--- src/rtl/prefix_adder_pipe.sv ---
// Three-stage pipelined Brent-Kung prefix adder/subtractor with valid/ready handshakes.
// Optional result flags (out_zero, out_neg, out_ovf) are enabled by defining PREFIX_ADDER_FLAGS_EN.
module prefix_adder_pipe #(
  parameter int WIDTH     = 32,
  parameter int GROUPSIZE = 4,
  parameter int TAGW      = 4
) (
  input  logic             clk,
  input  logic             rst,
  input  logic             in_valid,
  output logic             in_ready,
  input  logic [WIDTH-1:0] in_a,
  input  logic [WIDTH-1:0] in_b,
  input  logic             in_cin,
  input  logic [1:0]       in_op,
  input  logic [TAGW-1:0]  in_tag,
  output logic             out_valid,
  input  logic             out_ready,
  output logic [WIDTH-1:0] out_sum,
  output logic             out_cout,
  output logic [TAGW-1:0]  out_tag
`ifdef PREFIX_ADDER_FLAGS_EN
  ,
  output logic             out_zero,
  output logic             out_neg,
  output logic             out_ovf
`endif
);

  localparam int NG   = WIDTH / GROUPSIZE;
  localparam int LOGN = $clog2(NG);

  logic             en1_s, en2_s, en3_s;
  logic             v1_r, v2_r;
  logic [WIDTH-1:0] b_eff_s;
  logic             c0_s;
  logic [NG-1:0]    grp_g_s, grp_p_s;
  logic [WIDTH-1:0] a1_r, b1_r;
  logic             c01_r;
  logic [TAGW-1:0]  tag1_r;
  logic [NG-1:0]    g1_r, p1_r;
  logic [NG:0]      cy_s;
  logic [WIDTH-1:0] a2_r, b2_r;
  logic [NG:0]      cy2_r;
  logic [TAGW-1:0]  tag2_r;
  logic [WIDTH-1:0] sum3_s;

  // Stage enables: a stage loads when empty or when its successor moves on, so bubbles collapse.
  always_comb begin
    en3_s    = !out_valid || out_ready;
    en2_s    = !v2_r || en3_s;
    en1_s    = !v1_r || en2_s;
    in_ready = en1_s;
  end

  // S1: effective operands and per-group generate/propagate.
  always_comb begin
    logic gc, pc;
    b_eff_s = in_b ^ {WIDTH{in_op[1]}};
    c0_s    = in_op[0] ? in_cin : in_op[1];
    grp_g_s = '0;
    grp_p_s = '0;
    for (int k = 0; k < NG; k++) begin
      gc = 1'b0;
      pc = 1'b1;
      for (int j = 0; j < GROUPSIZE; j++) begin
        gc = (in_a[k*GROUPSIZE+j] & b_eff_s[k*GROUPSIZE+j]) |
             ((in_a[k*GROUPSIZE+j] ^ b_eff_s[k*GROUPSIZE+j]) & gc);
        pc = pc & (in_a[k*GROUPSIZE+j] ^ b_eff_s[k*GROUPSIZE+j]);
      end
      grp_g_s[k] = gc;
      grp_p_s[k] = pc;
    end
  end

  // S2: Brent-Kung up-sweep then down-sweep; entry i ends up covering groups [i:0].
  always_comb begin
    logic [NG-1:0] gv, pv;
    gv = g1_r;
    pv = p1_r;
    for (int l = 0; l < LOGN; l++) begin
      for (int i = (32'sd2 << l) - 32'sd1; i < NG; i += (32'sd2 << l)) begin
        gv[i] = gv[i] | (pv[i] & gv[i-(32'sd1 << l)]);
        pv[i] = pv[i] & pv[i-(32'sd1 << l)];
      end
    end
    for (int l = LOGN - 2; l >= 0; l--) begin
      for (int i = (32'sd3 << l) - 32'sd1; i < NG; i += (32'sd2 << l)) begin
        gv[i] = gv[i] | (pv[i] & gv[i-(32'sd1 << l)]);
        pv[i] = pv[i] & pv[i-(32'sd1 << l)];
      end
    end
    cy_s[0] = c01_r;
    for (int k = 1; k <= NG; k++) begin
      cy_s[k] = gv[k-1] | (pv[k-1] & c01_r);
    end
  end

  // S3: ripple each group from its registered carry-in.
  always_comb begin
    logic c;
    sum3_s = '0;
    for (int k = 0; k < NG; k++) begin
      c = cy2_r[k];
      for (int j = 0; j < GROUPSIZE; j++) begin
        sum3_s[k*GROUPSIZE+j] = a2_r[k*GROUPSIZE+j] ^ b2_r[k*GROUPSIZE+j] ^ c;
        c = (a2_r[k*GROUPSIZE+j] & b2_r[k*GROUPSIZE+j]) |
            ((a2_r[k*GROUPSIZE+j] ^ b2_r[k*GROUPSIZE+j]) & c);
      end
    end
  end

  // Pipeline registers; data only moves with a valid occupant so held outputs stay stable.
  always_ff @(posedge clk or posedge rst) begin
    if (rst) begin
      v1_r      <= 1'b0;
      v2_r      <= 1'b0;
      out_valid <= 1'b0;
      a1_r      <= '0;
      b1_r      <= '0;
      c01_r     <= 1'b0;
      tag1_r    <= '0;
      g1_r      <= '0;
      p1_r      <= '0;
      a2_r      <= '0;
      b2_r      <= '0;
      cy2_r     <= '0;
      tag2_r    <= '0;
      out_sum   <= '0;
      out_cout  <= 1'b0;
      out_tag   <= '0;
`ifdef PREFIX_ADDER_FLAGS_EN
      out_zero  <= 1'b0;
      out_neg   <= 1'b0;
      out_ovf   <= 1'b0;
`endif
    end else begin
      if (en1_s) v1_r <= in_valid;
      if (en2_s) v2_r <= v1_r;
      if (en3_s) out_valid <= v2_r;
      if (en1_s && in_valid) begin
        a1_r   <= in_a;
        b1_r   <= b_eff_s;
        c01_r  <= c0_s;
        tag1_r <= in_tag;
        g1_r   <= grp_g_s;
        p1_r   <= grp_p_s;
      end
      if (en2_s && v1_r) begin
        a2_r   <= a1_r;
        b2_r   <= b1_r;
        cy2_r  <= cy_s;
        tag2_r <= tag1_r;
      end
      if (en3_s && v2_r) begin
        out_sum  <= sum3_s;
        out_cout <= cy2_r[NG];
        out_tag  <= tag2_r;
`ifdef PREFIX_ADDER_FLAGS_EN
        out_zero <= (sum3_s == '0);
        out_neg  <= sum3_s[WIDTH-1];
        out_ovf  <= (a2_r[WIDTH-1] == b2_r[WIDTH-1]) && (sum3_s[WIDTH-1] != a2_r[WIDTH-1]);
`endif
      end
    end
  end

endmodule
--- config.mk ---
export PLATFORM = sky130hd
export DESIGN_NAME = prefix_adder_pipe
export DESIGN_NICKNAME = d
export VERILOG_FILES = /design/src/rtl/prefix_adder_pipe.sv
export SDC_FILE = /design/constraint.sdc
export NUM_CORES = 1
export LEC_CHECK = 0
export ABC_AREA = 1
export ABC_CLOCK_PERIOD_IN_PS = 7500
export CORE_UTILIZATION = 55
export CTS_BUF_LIST = sky130_fd_sc_hd__clkbuf_2 sky130_fd_sc_hd__clkbuf_4 sky130_fd_sc_hd__clkbuf_8
export DETAILED_ROUTE_END_ITERATION = 8
export PLACE_DENSITY = 0.91
export SETUP_SLACK_MARGIN = 0.2
export SKIP_LAST_GASP = 1
export SLEW_MARGIN = 20
export SYNTH_ARGS = -nofsm -noshare
export SYNTH_HDL_FRONTEND = slang
export SYNTH_SLANG_ARGS = --single-unit
--- constraint.sdc ---
create_clock -name clk -period 7.5 [get_ports clk]
set_input_delay 1.5 -clock clk [delete_from_list [all_inputs] [get_ports clk]]
set_output_delay 1.5 -clock clk [all_outputs]
set_load 0.005 [all_outputs]
==> key figures <==
Flow run
  • Maximum capacitance violations: 0

STA
  • Slew Viols, Final: 0
  • Period utilisation layout: 55.47%
  • Clock Skews: 9.970 ps
  • Fin crit period: 4160 ps
  • Setup ws final: 3340 ps
  • Final hold vios: 0
  • Setup violators final: 0
  • Fmax: 240.4 MHz
  • Setup_tns: 0 ps
  • Worst slew pin tran: 1018 ps
  • RSZ-0062 raised after global routing: no
  • Slew headroom: 32.11%

Floorplanning
  • Initial Util: 56.07%
  • Die Ht: 131.6 um
  • Ports: 114
  • Core area: 16470 um^2
  • Die width: 131.6 um
  • Row cnt: 47
  • Die area: 17310 um^2

Finish
  • Share of cells above drive strength 1: 8.460%
  • Fin area: 11120 um^2
  • Antenna diodes: 0
  • Final #Nets: 1159
  • Fillers: 1256
  • Area delta synth->final: 20.46%

Logic synthesis
  • Commonest cells in the netlist: dfrtp_1 (202), nand2_1 (197), o21ai_0 (121)
  • Post-Synthesis Net Count: 1050
  • Flops & latches, synth: 202
  • Largest area contributor in the netlist: dfrtp_1
  • Area share of the leading cell type in the synthesized netlist: 54.75%
  • Syn Std Cell Area: 9233 um^2
  • Synth warn: 0
  • Ys flop type: dfrtp_1
  • Syn Inst Count: 919
  • Mapped Avg Cell Area: 10.05 um^2
  • Synth top area cells: dfrtp_1 (55%), nand2_1 (8.0%), o21ai_0 (6.6%), fa_1 (5.2%), inv_1 (4.5%)
  • Number of synthesized flops with an enable pin: 0
  • Cell with the most instances after synthesis: dfrtp_1
  • Synth unique cells: 30
  • Register area share after synthesis: 54.75%
  • Ys async rst share: 100.0%

CTS
  • Post-CTS sizing: 0
  • Number of post-CTS setup repair buffers: 0
  • CTS Sinks: 202
  • TritonCTS clock tree: built
  • Root buffer cell: clkbuf_8
  • CTS clk-pin slew, worst paths: 60 ps
  • Hold Buf Count CTS: 0
  • Worst skew pair latency: 540 ps
  • H-tree levels: 1
  • Clk buf depth: 3
  • Cts bufs inserted: 31

Placement
  • Placed inst area: 10430 um^2
  • Dpl ws: 3347 ps
  • I/O Buffers: 113
  • DP HPWL: 11910 um
  • GP Congestion: 0.7737

Global route
  • All-Layer GR Usage: 21.92%
  • Initial antenna violation count: 0
  • Vias in the first global route: 6632
  • GRT Residual Overflow: 0
  • First-pass GRT wire length: 30770 um
  • Pin count of the biggest net entering global routing: 149

Power and ir drop
  • VDD IR max: 196.1 uV
  • Net Sw Frac: 31.33%
  • Flop pwr share: 43.6%
  • Share of total power in combinational logic: 29.9%
  • Sw power: 0.001166 W
  • Clk pwr share: 26.5%
  • Pleak: 5.275 nW
  • Cell area power density: 334.6 nW/um^2
  • Int Power: 0.002556 W

Critical path
  • Crit Path Max Fanout: 3
  • Critical Path AT: 2660 ps
  • CP Capture Type: output pin
  • Worst path required time: 6000 ps
  • Worst Path Class, Setup: in2out
  • CP startpoint kind: primary input

Route
  • DR vias/cell: 5.071
  • First DRT Iteration DRCs: 407
  • Total iterations of the first detailed-routing run: 5
  • Routed WL per cell: 14.20 um
  • Final ANT Viol Nets: 0
  • DRT Wirelength: 18060 um
  • Vias: 6450
  • DR DRC count: 0

Min path
  • Hold WC Path Type: reg2reg

Run status
  • Outcome: completed
## routing by layer
layer  wire [um]  global-route usage, %  part of all wire, %  up-vias
li1            -                      -                    -     3163
met3         804                  3.048                  4.5       41
met5           0                      0                    0        -
met2        8796                  37.24                   49      167
met1        7943                  28.72                   44     3079
met4         513                  8.140                  2.8        0
## cells by family after synthesis
logic type | synth area share, %
flops | 54.75
compound gates | 10.98
simple gates | 10.35
fa+ha+maj | 9.541
mux | 2.439
buf+inv | 7.386
xor+xnor | 4.554
## state kept, by name (all words and copies together) (netlist names), 8 cells and up
name and count:
out_sum 32, p1_r 8, a2_r 32, a1_r 32, b2_r 32, b1_r 32, g1_r 8, cy2_r 9
## cell usage in the layout, fill, tap and decap left out, drive strengths merged, types with 10 or more instances in the layout
| master | count |
|---|---|
| ha | 32 |
| a21oi | 21 |
| dfrtp | 202 |
| inv | 112 |
| nand2 | 200 |
| clkdlybuf4s50 | 112 |
| fa | 24 |
| nor2 | 23 |
| mux2 | 20 |
| o21ai | 171 |
| clkbuf | 46 |
| nand4 | 10 |
| xor2 | 40 |
## worst max-delay path, cell delays in order
cell             delay, ps
clkdlybuf4s50_1        450
inv_1                   60
nand4_2                120
clkdlybuf4s50_1        520
## path summary, 6_finish.rpt
| path | start | end | slack (ps) | cells past startpoint |
|---|---|---|---|---|
| max | out_ready | in_ready | 3340 | 4 |
| min | tag2_r[2] | tag2_r[2] | 480 | 2 |
| max reg2reg | out_valid | cy2_r[6] | 5040 | 6 |
| min reg2reg | tag2_r[2] | tag2_r[2] | 480 | 2 |
| max in group asynchronous | rst | b1_r[14] | 4740 | 3 |
| min in group asynchronous | rst | b1_r[2] | 1530 | 2 |
## cell type report
type                       instances  area [um^2]  area share [%]
clock inverter                    11        113.9           1.024
clock buffer                      46        583.1           5.242
multi-input combinational        563         3501           31.48
tap                              220        275.3           2.475
sequential                       202         5055           45.45
timing repair buffer             118         1164           10.46
inverter                         112        430.4           3.870
## stage by stage
stage          total power [W]  utilization (%)  hold WS [ps]  std cells
5_1_grt               0.004005            67.55         506.9       1272
3_5_place_dp          0.002759            63.31         470.1       1215
4_1_cts               0.003767            67.55         483.1       1272
3_3_place_gp          0.002682            63.31         462.9       1215
2_1_floorplan         0.002307                -         442.2        919
6_report              0.003722            67.55         483.2       1272
## power by group through the flow
| stage | registers, W | clock network [W] | logic (W) |
|---|---|---|---|
| after floorplan | 0.00160 | 0 | 0.000702 |
| after detailed placement | 0.00164 | 0 | 0.00112 |
| after global routing | 0.00166 | 0.00106 | 0.00128 |
| final | 0.00162 | 0.000987 | 0.00111 |
| after global placement | 0.00162 | 0 | 0.00106 |
| after CTS | 0.00162 | 0.00101 | 0.00113 |
(Power assumes the default switching activity.)
